<file path="config.mk">
export PLATFORM = sky130hd
export DESIGN_NAME = m_arbiter_link
export DESIGN_NICKNAME = d
export VERILOG_FILES = /design/src/rtl/m_arbiter_link_pkg.sv /design/src/rtl/m_link_rx.sv /design/src/rtl/m_arbiter_link.sv
export SDC_FILE = /design/constraint.sdc
export NUM_CORES = 1
export LEC_CHECK = 0
export ABC_AREA = 1
export BUFFER_PORTS_ARGS = -buffer_cell sky130_fd_sc_hd__buf_2
export CORE_MARGIN = 5
export CORE_UTILIZATION = 59
export CTS_BUF_LIST = sky130_fd_sc_hd__clkbuf_8
export CTS_CLUSTER_SIZE = 24
export DETAILED_ROUTE_END_ITERATION = 8
export MAX_ROUTING_LAYER = met4
export PLACE_DENSITY = 0.8
export SYNTH_ARGS = -nofsm -noshare
export SYNTH_HDL_FRONTEND = slang
export SYNTH_SLANG_ARGS = --single-unit
</file>
<file path="constraint.sdc">
create_clock -name clk -period 1.7 [get_ports clk]
set_input_delay 0.255 -clock clk [delete_from_list [all_inputs] [get_ports clk]]
set_output_delay 0.255 -clock clk [all_outputs]
set_load 0.03 [all_outputs]
</file>
<file path="src/rtl/m_arbiter_link_pkg.sv">
// Shared definitions for the master side of the serial arbitration link:
// frame opcodes, arbiter response codes, link FSM states and frame sizing.
package m_arbiter_link_pkg;

  // Master-to-arbiter opcodes (00 and 11 are never transmitted)
  localparam logic [1:0] OP_REQ  = 2'b01;
  localparam logic [1:0] OP_DONE = 2'b10;

  // Arbiter-to-master responses (00 and 11 are discarded)
  localparam logic [1:0] RSP_GRANT = 2'b01;
  localparam logic [1:0] RSP_SPLIT = 2'b10;

  typedef enum logic [2:0] {
    ST_IDLE,
    ST_TX_REQ,
    ST_WAIT_GRANT,
    ST_OWN,
    ST_TX_DONE
  } link_state_e;

  // Master frame: start bit, 2-bit opcode, then the slave id bits
  function automatic int frame_len(input int id_width);
    return 3 + id_width;
  endfunction

endpackage

</file>
<file path="src/rtl/m_link_rx.sv">
// Receiver for arbiter-to-master frames: detects the start bit, shifts in
// the two response bits and presents the code with a one-cycle valid.
// It is ready for the next start bit on the cycle the valid is shown,
// so back-to-back arbiter frames are accepted.
module m_link_rx (
  input  logic       clk,
  input  logic       rstN,
  input  logic       arb_in,
  output logic       rx_valid,
  output logic [1:0] rx_code
);

  logic [1:0] phase_q;
  logic       first_q;

  // Phase 0 hunts for a start bit, phases 1 and 2 capture the response bits
  always_ff @(posedge clk or negedge rstN) begin
    if (!rstN) begin
      phase_q  <= 2'd0;
      first_q  <= 1'b0;
      rx_valid <= 1'b0;
      rx_code  <= 2'b00;
    end else begin
      rx_valid <= 1'b0;
      case (phase_q)
        2'd0: begin
          if (arb_in) phase_q <= 2'd1;
        end
        2'd1: begin
          first_q <= arb_in;
          phase_q <= 2'd2;
        end
        2'd2: begin
          rx_code  <= {first_q, arb_in};
          rx_valid <= 1'b1;
          phase_q  <= 2'd0;
        end
        default: phase_q <= 2'd0;
      endcase
    end
  end

endmodule

</file>
<file path="src/rtl/m_arbiter_link.sv">
// Master-side endpoint of the serial arbitration link. Turns a level
// request plus slave id into a REQ frame, waits for the arbiter's GRANT,
// tracks SPLIT while owning the bus and sends a DONE frame on release.
module m_arbiter_link
  import m_arbiter_link_pkg::*;
#(
  parameter int NO_SLAVES  = 3,
  parameter int S_ID_WIDTH = $clog2(NO_SLAVES + 1)
) (
  input  logic                  clk,
  input  logic                  rstN,
  input  logic                  req,
  input  logic [S_ID_WIDTH-1:0] slave_id,
  input  logic                  done,
  output logic                  granted,
  output logic                  split,
  output logic                  link_busy,
  input  logic                  arb_in,
  output logic                  arb_out
);

  localparam int FRAME_LEN = frame_len(S_ID_WIDTH);
  localparam int CNT_W     = $clog2(FRAME_LEN + 1);
  localparam logic [CNT_W-1:0] LAST_CNT = CNT_W'(FRAME_LEN);

  link_state_e           state_q;
  link_state_e           state_d;
  logic [S_ID_WIDTH-1:0] id_q;
  logic [FRAME_LEN-1:0]  tx_shift_q;
  logic [CNT_W-1:0]      tx_cnt_q;
  logic                  arb_out_q;
  logic                  split_q;
  logic                  load_req;
  logic                  load_done;
  logic                  in_tx;
  logic                  tx_last;
  logic                  rx_valid;
  logic [1:0]            rx_code;
  logic                  rsp_grant;
  logic                  rsp_split;
  logic [FRAME_LEN-1:0]  req_frame;
  logic [FRAME_LEN-1:0]  done_frame;

  m_link_rx u_rx (
    .clk      (clk),
    .rstN     (rstN),
    .arb_in   (arb_in),
    .rx_valid (rx_valid),
    .rx_code  (rx_code)
  );

  assign rsp_grant  = rx_valid && (rx_code == RSP_GRANT);
  assign rsp_split  = rx_valid && (rx_code == RSP_SPLIT);
  assign in_tx      = (state_q == ST_TX_REQ) || (state_q == ST_TX_DONE);
  assign tx_last    = (tx_cnt_q == LAST_CNT);
  assign req_frame  = {1'b1, OP_REQ, slave_id};
  assign done_frame = {1'b1, OP_DONE, id_q};

  assign granted   = (state_q == ST_OWN);
  assign split     = split_q;
  assign link_busy = (state_q != ST_IDLE);
  assign arb_out   = arb_out_q;

  // Next-state logic; a TX state hands over once every frame bit has been shown
  always_comb begin
    state_d   = state_q;
    load_req  = 1'b0;
    load_done = 1'b0;
    case (state_q)
      ST_IDLE: begin
        if (req && (slave_id != '0)) begin
          state_d  = ST_TX_REQ;
          load_req = 1'b1;
        end
      end
      ST_TX_REQ: begin
        if (tx_last) state_d = ST_WAIT_GRANT;
      end
      ST_WAIT_GRANT: begin
        if (rsp_grant) state_d = ST_OWN;
      end
      ST_OWN: begin
        if (done) begin
          state_d   = ST_TX_DONE;
          load_done = 1'b1;
        end
      end
      ST_TX_DONE: begin
        if (tx_last) state_d = ST_IDLE;
      end
      default: state_d = ST_IDLE;
    endcase
  end

  // State register
  always_ff @(posedge clk or negedge rstN) begin
    if (!rstN) state_q <= ST_IDLE;
    else       state_q <= state_d;
  end

  // Frame shifter: load on entry to a TX state, then emit MSB first, one bit per cycle
  always_ff @(posedge clk or negedge rstN) begin
    if (!rstN) begin
      id_q       <= '0;
      tx_shift_q <= '0;
      tx_cnt_q   <= '0;
      arb_out_q  <= 1'b0;
    end else if (load_req) begin
      id_q       <= slave_id;
      tx_shift_q <= req_frame;
      tx_cnt_q   <= '0;
      arb_out_q  <= 1'b0;
    end else if (load_done) begin
      tx_shift_q <= done_frame;
      tx_cnt_q   <= '0;
      arb_out_q  <= 1'b0;
    end else if (in_tx && !tx_last) begin
      arb_out_q  <= tx_shift_q[FRAME_LEN-1];
      tx_shift_q <= {tx_shift_q[FRAME_LEN-2:0], 1'b0};
      tx_cnt_q   <= tx_cnt_q + CNT_W'(1);
    end else begin
      arb_out_q  <= 1'b0;
    end
  end

  // Sticky split flag, only meaningful in OWN; a simultaneous done takes priority
  always_ff @(posedge clk or negedge rstN) begin
    if (!rstN) begin
      split_q <= 1'b0;
    end else if (state_q == ST_OWN) begin
      if (done)           split_q <= 1'b0;
      else if (rsp_split) split_q <= 1'b1;
    end else begin
      split_q <= 1'b0;
    end
  end

endmodule

</file>
Yosys cells after proc, flatten, opt, wreduce, memory -nomap -nowiden
Cells that the tools add are included.

Register bits after elaboration: 21. Bits in latches: 0. Memory bits (writable): 0. ROM bits: 0. Word-level logic and storage cells: 64. Memories kept: 0.

$add $sub $neg: 1. Multipliers: 0. Div/mod/pow operators: 0. $lt $le $gt $ge: 0. Equality and inequality tests: 16. Shift-type cells: 0. Mux-type cells: 25. Bitwise operators: 0. Reductions and logical operators: 12.

Operator list (count): 3-bit two-way mux (8); 5-bit two-way mux (3); 3-bit case mux with 5 select lines (1); 2-bit inequality test (second input constant) (6); 1-bit two-way mux (11); 3-bit by 2-bit equality test with 1-bit output (second input constant) (2); 3-bit equality test (second input constant) (2); 3-bit nonzero test (2); 5-bit AND reduction (1); 2-bit by 1-bit equality test with 1-bit output (second input constant) (2); 2-bit equality test (second input constant) (2); 1-bit logical AND (4); 2-bit case mux with 2 select lines (1); 3-bit by 1-bit adder with 3-bit output (second input constant) (1); 3-bit by 1-bit equality test with 1-bit output (second input constant) (1); 3-bit zero test (1); 3-bit by 2-bit inequality test with 1-bit output (second input constant) (1); 2-bit zero test (1); 2-bit two-way mux (1); 2-bit nonzero test (1); 1-bit zero test (1); 1-bit logical OR (1).

Depth between registers and ports, before layout
Gate-level depths: netlist (run 1).

Word-level depth: 6. Depth in mapped cells: 9. Gate-level depth less buffers: 9.

Hierarchy
A second synthesis (run 1) with hierarchy kept.

Cell total of the unflattened synthesis: 122. Area, all modules: 1017.2 um^2.

Modules (own cells, without submodules): m_arbiter_link (times used 1, cells each 100, area each 794.5 um^2, seq. area each 375.4 um^2); m_link_rx (times used 1, cells each 22, area each 222.7 um^2, seq. area each 150.1 um^2).

Worst setup path after synthesis (run 1)
Ideal clock, no wire load.

Kind: register to register. Start point: register state_q[1]. End point: register tx_shift_q[1]. Data arrival time: 1.381 ns. Data required time: 1.635 ns. Setup slack: 0.254 ns. Cell stages (with the launch flop): 9. Buffers on the path: 0. Cell sequence: dfrtp_1 nand2_1 nor2_1 nand3_1 nand2_1 nand2_1 nand2_1 nand2_1 nand2_1.

Word-level cells in the longest chain between the ends: 4.

RTL lines: from (decl) (RTL line m_arbiter_link.sv:26) `link_state_e state_q;`; from (signal assigned) (RTL line m_arbiter_link.sv:98) `else state_q <= state_d;`; 3-bit by 2-bit equality test with 1-bit output *; net granted (RTL line m_arbiter_link.sv:15) `output logic granted,`; 1-bit two-way mux * (RTL line m_arbiter_link.sv:69) `case (state_q)`; 5-bit two-way mux (RTL line m_arbiter_link.sv:113) `end else if (load_done) begin`; 5-bit two-way mux (RTL line m_arbiter_link.sv:108) `end else if (load_req) begin`; to (signal assigned) (RTL line m_arbiter_link.sv:110) `tx_shift_q <= req_frame;`; to (signal assigned) (RTL line m_arbiter_link.sv:114) `tx_shift_q <= done_frame;`; to (signal assigned) (RTL line m_arbiter_link.sv:119) `tx_shift_q <= {tx_shift_q[FRAME_LEN-2:0], 1'b0};`; to (decl) (RTL line m_arbiter_link.sv:29) `logic [FRAME_LEN-1:0] tx_shift_q;`.

Mark *: on every way through the listed nets, which the timed path passes. The rest lies on a longest branch. A chain may end at the register's enable or synchronous reset.

Worst setup path after layout (run 1)
Start point: register state_q[1]. End point: output granted.

Word-level cells in the longest chain between the ends: 1.

RTL lines: 3-bit by 2-bit equality test with 1-bit output (RTL line m_arbiter_link.sv:59) `assign granted = (state_q == ST_OWN);`; to (decl) (RTL line m_arbiter_link.sv:15).

Every way passes these cells.

==> out/qor.log, run 1 <==
[finish] final standard cell utilization of the core 67.9%
[clock_tree] number of buffers added for setup after CTS 0
[floorplan] Floorplan Core Area 0.00167 mm2
[synthesis] synthesized area divided by synthesized cell count 8.39 um2
[finish] diode insertion count for antenna repair 0
[synthesis] synthesized cell area 0.00101 mm2
[clock_tree] maximum buffer depth of the clock tree 2
[drt] final wirelength 1900 um
[sta] Setup Viol. Count Final 0
[sta] final critical path time including I/O delays and setup 1500 ps
[clock_tree] root buffer selected by CTS clkbuf_8
[floorplan] # IOs 11
[drt] count of unresolved DRC violations after routing 0
[floorplan] Horiz. Die Dim 51.3 um
[critical_path] Setup crit end kind output pin
[synthesis] cell type with the largest total area after synthesis dfrtp_1
[critical_path] capture instance of the worst register-to-register path tx_cnt_q[0]
[sta] setup repair after global routing missed its margin false
[drt] DRT Pass-1 Iters 4
[critical_path] CP max-delay cell dfrtp_1
[pwr] P_int 1.17 mW
[critical_path] CP Data Required Time 1440 ps
[pwr] clock group share of total power 14.9%
[critical_path] number of cells on the worst reg-to-reg path 5
[placed_design] worst slack after detailed placement 291 ps
[critical_path] worst reg-to-reg setup slack 270 ps
[critical_path] largest fanout on the critical path 7
[drt] DR WL/cell 12.5 um
[pwr] portion of total power attributed to sequential cells 40.5%
[hold_path] launch instance of the worst min-delay path arb_in
[placed_design] # port buffers 10
[synthesis] warnings from Yosys 0
[pwr] switching fraction of total power 44.0%
[drt] via-per-instance ratio 5.38
[sta] final cycle utilization of the critical path 88.3%
[critical_path] startpoint of the worst-slack reg-to-reg timing path state_q[1]
[pwr] combinational share of power 44.6%
[finish] most common cell after layout, fill and taps aside nand2_1
[global_route] global-route congestion overflow total 0
[clock_tree] sink count of the clock tree 21
[clock_tree] clock-pin transition on the worst setup and hold timing paths 70 ps
[floorplan] Initial Utilization 60.3%
[global_route] number of antenna violations at the first check in global routing 0
[critical_path] type of the worst setup path flip-flop to output pin
[critical_path] CP startpoint kind flip-flop
[sta] final max-slew violation count 0
[critical_path] crit-path max cell delay 520 ps
[placed_design] Post-DP HPWL 1360 um
[sta] Setup WS post-layout 200 ps
[clock_tree] htree depth 1
[drt] drt initial violations 12
[sta] setup TNS 0 ps
[sta] worst-margin pin slew 456 ps
[clock_tree] number of resized instances in the post-cts repair step 0
[sta] final worst clock skew 0.910 ps
[clock_tree] clock tree from TritonCTS built
[pwr] total power divided by cell area 1840 mW/mm2
[sta] final hold vios 0
[finish] Layout area overhead 12.5%
[critical_path] category of cells accounting for the largest share of critical-path delay flip-flops
[global_route] global-route wire length before repair 3390 um
[floorplan] Rows 15
[global_route] overall routing resource usage 18.1%
[finish] layout cells sized above 1 15.6%
[critical_path] worst path cell trace nand2_1, nor2_1, buf_2
[synthesis] total of flip-flops plus latches after synthesis 21
[pwr] net switching power 0.920 mW
[global_route] number of global-route vias before repair 808
[sta] maximum clock frequency 667 MHz
[floorplan] die area 0.00263 mm2
[sta] remaining max-slew budget at the tightest pin 69.6%
[finish] fill cell total of the finished layout 139
[hold_path] worst hold path endpoint u_rx.first_q
[synthesis] proportion of synthesized chip area in sequential cells 52.2%
[synthesis] top cell type's share of synthesized area 52.2%
[clock_tree] source-to-sink clock delay at the later pin of the worst-skew pair 260 ps
[finish] commonest cells after routing, fill and taps aside nand2_1 (35), dfrtp_1 (21), inv_1 (16)
[hold_path] Hold Path Stages 3
[global_route] pin count of the biggest net entering global routing 22
[critical_path] CP bufs+invs 1
[drt] antenna-violating nets left 0
[synthesis] Post-Synthesis Cells 120
[clock_tree] Num CTS Buffers 3
[synthesis] Post-Synthesis Net Count 129
[placed_design] final weighted congestion in routability-driven placement 0.862
[critical_path] Crit path arrival time 1250 ps
[synthesis] leading post-synthesis cells by cell area dfrtp_1 (52%), nand2_1 (13%), inv_1 (5.6%)
[pwr] leakage dissipation 0.631 nW
[finish] number of nets in the final layout 145
[pwr] peak supply drop 1.08 mV
[synthesis] distinct cell type count after synthesis 20
[flow_run] Max-Cap Viols 0
[floorplan] die boundary height 51.3 um
[drt] routed via count 817
[hold_path] class of the tightest hold or removal check input port to flip-flop
[status] result of the run completed
[critical_path] launch point of the worst path state_q[1]
==> layer usage <==
layer  track usage (%)  wire [um]
met1              22.4        893
met2              27.7        869
met3              4.66        106
met4              8.73         31
met5                 -          0
==> power groups by stage <==
stage	logic, mW	clock network, mW	registers, mW
after floorplan	0.722	0	0.831
after global placement	0.896	0	0.842
after detailed placement	0.923	0	0.850
after CTS	0.936	0.319	0.843
after global routing	1.06	0.341	0.874
final	0.932	0.311	0.848
==> area by class of cell <==
cell class | instances | area (um2) | area share, %
inverters | 17 | 63.8 | 5.63
clock inverters | 1 | 3.75 | 0.331
repair buffers | 11 | 60.1 | 5.30
multi-input cells | 82 | 418 | 36.9
well taps | 17 | 21.3 | 1.88
flip-flops and latches | 21 | 526 | 46.4
clock buffers | 3 | 41.3 | 3.64
==> logic make-up after synthesis <==
group / Yosys count / synth area share [%]
flip-flops: 21 / 52.2
adder cells (fa/ha/maj): 2 / 2.48
XOR/XNOR: 1 / 0.870
buffers and inverters: 17 / 6.34
AO/OA/AOI/OAI: 16 / 8.32
AND/OR/NAND/NOR: 63 / 29.8
==> sequential cells by signal, indices dropped and copies added (netlist names) <==
name and count:
u_rx.first_q 1, split 1, u_rx.phase_q 2, id_q 2
state_q 3, tx_shift_q 5, arb_out 1, u_rx.rx_valid 1
u_rx.rx_code 2, tx_cnt_q 3
==> how the worst max path moves through the flow <==
stage,endpoint,cells past startpoint
after floorplan,tx_shift_q[1],8
after global placement,tx_cnt_q[0],7
after detailed placement,state_q[0],7
after CTS,granted,3
after global routing,tx_shift_q[3],8
final,granted,3
==> worst min-delay path: stages <==
cell and delay (ps):
buf_2 80, nand2_1 40, o21ai_0 70
==> per-stage QoR <==
stage          instances  power [mW]  cell area (um2)  hold slack (ps)
4_1_cts              152        2.10             1130              219
2_1_floorplan        120        1.55             1010            -40.6
5_1_grt              152        2.27             1130              240
6_report             152        2.09             1130              228
3_3_place_gp         147        1.74             1080              226
3_5_place_dp         147        1.77             1080              227
==> synth_stat cells <==
cell type	number
o21ai_0	10
nor2_1	10
nor3_4	1
a21oi_1	3
nand2_2	1
nor3b_1	1
nand2_1	35
xor2_1	1
nand3_1	8
inv_2	2
inv_1	15
ha_1	2
nand4_1	1
nor3_1	2
o22ai_1	1
o21ai_1	1
o21a_1	1
dfrtp_1	21
nand2_4	2
nor2_4	2
==> repair_timing <==
action,4_1_cts,5_1_grt
endpoints found under the setup margin,0,0
hold buffers,1,0
hold endpoints to repair,21,0
Note: power is estimated with default switching activity, not from simulation.
==> run 2, diff against run 1 <==
--- a/config.mk
+++ b/config.mk
@@ -7,13 +7,16 @@
 export LEC_CHECK = 0
 export ABC_AREA = 1
 export BUFFER_PORTS_ARGS = -buffer_cell sky130_fd_sc_hd__buf_2
+export CELL_PAD_IN_SITES_DETAIL_PLACEMENT = 1
+export CELL_PAD_IN_SITES_GLOBAL_PLACEMENT = 1
 export CORE_MARGIN = 5
-export CORE_UTILIZATION = 59
+export CORE_UTILIZATION = 44
 export CTS_BUF_LIST = sky130_fd_sc_hd__clkbuf_8
 export CTS_CLUSTER_SIZE = 24
 export DETAILED_ROUTE_END_ITERATION = 8
 export MAX_ROUTING_LAYER = met4
-export PLACE_DENSITY = 0.8
+export PLACE_DENSITY_LB_ADDON = 0.1
 export SYNTH_ARGS = -nofsm -noshare
 export SYNTH_HDL_FRONTEND = slang
+export SYNTH_HIERARCHICAL = 1
 export SYNTH_SLANG_ARGS = --single-unit
==> out/qor.log, run 2 <==
[synthesis] Post-Synthesis Cells 122 [was 120]
[global_route] number of global-route vias before repair 870 [was 808]
[critical_path] largest fanout on the critical path 7 [unchanged]
[clock_tree] clock tree from TritonCTS built [unchanged]
[clock_tree] clock-pin transition on the worst setup and hold timing paths 80 ps [was 70 ps]
[sta] worst-margin pin slew 457 ps [was 456 ps]
[synthesis] synthesized cell area 0.00102 mm2 [was 0.00101 mm2]
[critical_path] worst setup path endpoint granted [unchanged]
[floorplan] die boundary height 58.1 um [was 51.3 um]
[clock_tree] sink count of the clock tree 21 [unchanged]
[synthesis] synthesized area divided by synthesized cell count 8.34 um2 [was 8.39 um2]
[critical_path] launch point of the worst path state_q[1] [unchanged]
[synthesis] leading post-synthesis cells by cell area dfrtp_1 (52%), nand2_1 (14%), nand3_1 (5.4%) [was dfrtp_1 (52%), nand2_1 (13%), inv_1 (5.6%)]
[synthesis] distinct cell type count after synthesis 20 [unchanged]
[placed_design] Post-DP HPWL 1770 um [was 1360 um]
[clock_tree] root buffer selected by CTS clkbuf_8 [unchanged]
[clock_tree] number of buffers added for setup after CTS 0 [unchanged]
[pwr] leakage dissipation 0.647 nW [was 0.631 nW]
[finish] largest register by flop count tx_shift_q [unchanged]
[global_route] pin count of the biggest net entering global routing 22 [unchanged]
[pwr] total power divided by cell area 1830 mW/mm2 [was 1840 mW/mm2]
[pwr] peak supply drop 0.758 mV [was 1.08 mV]
[synthesis] EDFF count, synth 0 [unchanged]
[critical_path] CP startpoint kind flip-flop [unchanged]
[critical_path] capture instance of the worst register-to-register path state_q[1] [was tx_cnt_q[0]]
[critical_path] worst reg-to-reg setup slack 240 ps [was 270 ps]
[finish] layout cells sized above 1 18.2% [was 15.6%]
[sta] setup TNS 0 ps [unchanged]
[placed_design] final weighted congestion in routability-driven placement 0.724 [was 0.862]
[floorplan] die area 0.00337 mm2 [was 0.00263 mm2]
[drt] routed via count 840 [was 817]
[sta] final critical path time including I/O delays and setup 1560 ps [was 1500 ps]
[sta] setup repair after global routing missed its margin false [unchanged]
[global_route] overall routing resource usage 15.8% [was 18.1%]
[finish] largest registers tx_shift_q: 5 flops, state_q: 3 flops, tx_cnt_q: 3 flops [unchanged]
[critical_path] Setup crit end kind output pin [unchanged]
[synthesis] total of flip-flops plus latches after synthesis 21 [unchanged]
[finish] diode insertion count for antenna repair 0 [unchanged]
[global_route] global-route wire length before repair 3910 um [was 3390 um]
[synthesis] Async SR Flop Fraction 100% [unchanged]
[hold_path] class of the tightest hold or removal check input port to flip-flop [unchanged]
[global_route] global-route congestion overflow total 0 [unchanged]
[clock_tree] Num CTS Buffers 3 [unchanged]
[finish] number of nets in the final layout 147 [was 145]
[drt] DRT Pass-1 Iters 4 [unchanged]
[synthesis] cell types with the highest counts after synthesis nand2_1 (38), dfrtp_1 (21), inv_1 (12) [was nand2_1 (35), dfrtp_1 (21), inv_1 (15)]
[synthesis] top cell type's share of synthesized area 51.7% [was 52.2%]
[sta] remaining max-slew budget at the tightest pin 69.6% [about the same]
[flow_run] Max-Cap Viols 0 [unchanged]
[placed_design] # port buffers 10 [unchanged]
[synthesis] ys flop type dfrtp_1 [unchanged]
[synthesis] proportion of synthesized chip area in sequential cells 51.7% [was 52.2%]
[sta] maximum clock frequency 643 MHz [was 667 MHz]
[critical_path] Crit path arrival time 1300 ps [was 1250 ps]
[floorplan] Horiz. Die Dim 58.1 um [was 51.3 um]
[synthesis] Post-Synthesis Net Count 131 [was 129]
[synthesis] cell type with the largest total area after synthesis dfrtp_1 [unchanged]
[drt] DR WL/cell 13.4 um [was 12.5 um]
[floorplan] Rows 17 [was 15]
[drt] via-per-instance ratio 5.09 [was 5.38]
[sta] final worst clock skew 5.43 ps [was 0.910 ps]
[finish] number of flip-flops in the largest register 5 [unchanged]
[finish] commonest cells after routing, fill and taps aside nand2_1 (38), dfrtp_1 (21), inv_1 (13) [was nand2_1 (35), dfrtp_1 (21), inv_1 (16)]
[sta] Setup Viol. Count Final 0 [unchanged]
[clock_tree] htree depth 1 [unchanged]
[synthesis] most frequently used cell type in the post-synthesis netlist nand2_1 [unchanged]
[clock_tree] source-to-sink clock delay at the later pin of the worst-skew pair 260 ps [about the same]
[drt] antenna-violating nets left 0 [unchanged]
[drt] count of unresolved DRC violations after routing 0 [unchanged]
[drt] final wirelength 2210 um [was 1900 um]
[floorplan] # IOs 11 [unchanged]
[floorplan] Initial Utilization 46.0% [was 60.3%]
[synthesis] warnings from Yosys 6 [was 0]
[critical_path] startpoint of the worst-slack reg-to-reg timing path tx_cnt_q[0] [was state_q[1]]
[finish] most common cell after layout, fill and taps aside nand2_1 [unchanged]
[global_route] number of antenna violations at the first check in global routing 0 [unchanged]
[critical_path] type of the worst setup path flip-flop to output pin [unchanged]
[floorplan] Floorplan Core Area 0.00221 mm2 [was 0.00167 mm2]
[pwr] total power after layout 2.12 mW [was 2.09 mW]
[status] result of the run completed [unchanged]
[drt] drt initial violations 9 [was 12]
[sta] final hold vios 0 [unchanged]
[critical_path] number of cells on the worst reg-to-reg path 7 [was 5]
[finish] Layout area overhead 13.8% [was 12.5%]
[sta] final max-slew violation count 0 [unchanged]
[sta] final cycle utilization of the critical path 91.5% [was 88.3%]
[clock_tree] maximum buffer depth of the clock tree 2 [unchanged]
[critical_path] CP Data Required Time 1440 ps [about the same]
-- run 2: power breakdown --
part / leakage (nW) / switching [mW] / internal [mW]
combinational: 0.353 / 0.619 / 0.322
clock: 0.0269 / 0.157 / 0.161
sequential: 0.267 / 0.172 / 0.688
total: 0.647 / 0.948 / 1.17
-- run 2: timing repair --
item	4_1_cts	5_1_grt
hold buffers	1	0
hold endpoints to repair	21	0
gates resized for setup	0	0
-- run 2: cell type report --
type	count	area (um2)
sequential	21	526
multi-input combinational	85	432
clock inverter	1	3.75
timing repair buffer	11	60.1
tap	28	35.0
inverter	16	60.1
fill	287	1050
clock buffer	3	41.3
-- run 2: logic make-up after synthesis --
logic type / after synthesis / share of synthesized area (%)
compound gates: 13 / 6.76
flops: 21 / 51.7
buf+inv: 16 / 5.90
simple gates: 69 / 32.3
fa+ha+maj: 2 / 2.46
xor+xnor: 1 / 0.861
-- run 2: metal layers --
layer  GRT usage (%)  routed length [um]  part of all wire, %  up-vias
met5               -                   0                    0        -
met4            5.96                  38                  1.7        0
met3            3.56                  68                  3.1        5
met2            24.5                1030                   46        9
met1            20.2                1080                   49      409
li1                -                   -                    -      417
-- run 2: worst max-delay path: stages (launching register included) --
cell,delay [ps]
dfrtp_1,510
nand2_1,120
nor2_1,180
buf_2,230
-- run 2: worst min-delay path by stage --
stage | startpoint | endpoint | cells past startpoint
2_1_floorplan | rstN | arb_out | 0
3_3_place_gp | rstN | state_q[0] | 1
3_5_place_dp | rstN | split | 1
4_1_cts | slave_id[1] | id_q[1] | 3
5_1_grt | slave_id[1] | id_q[1] | 3
6_report | slave_id[1] | id_q[1] | 3
-- run 2: stage by stage --
| step | hold slack [ps] | utilization [%] | instances | instance area (um2) | setup slack, ps |
|---|---|---|---|---|---|
| finish | 247 | 52.3 | 165 | 1160 | 145 |
| floorplan | -40.6 | - | 122 | 1020 | 253 |
| global placement | 234 | 49.8 | 160 | 1100 | 283 |
| global route | 259 | 52.3 | 165 | 1160 | 26.4 |
| CTS | 253 | 52.3 | 165 | 1160 | 130 |
| detailed placement | 235 | 49.8 | 160 | 1100 | 240 |
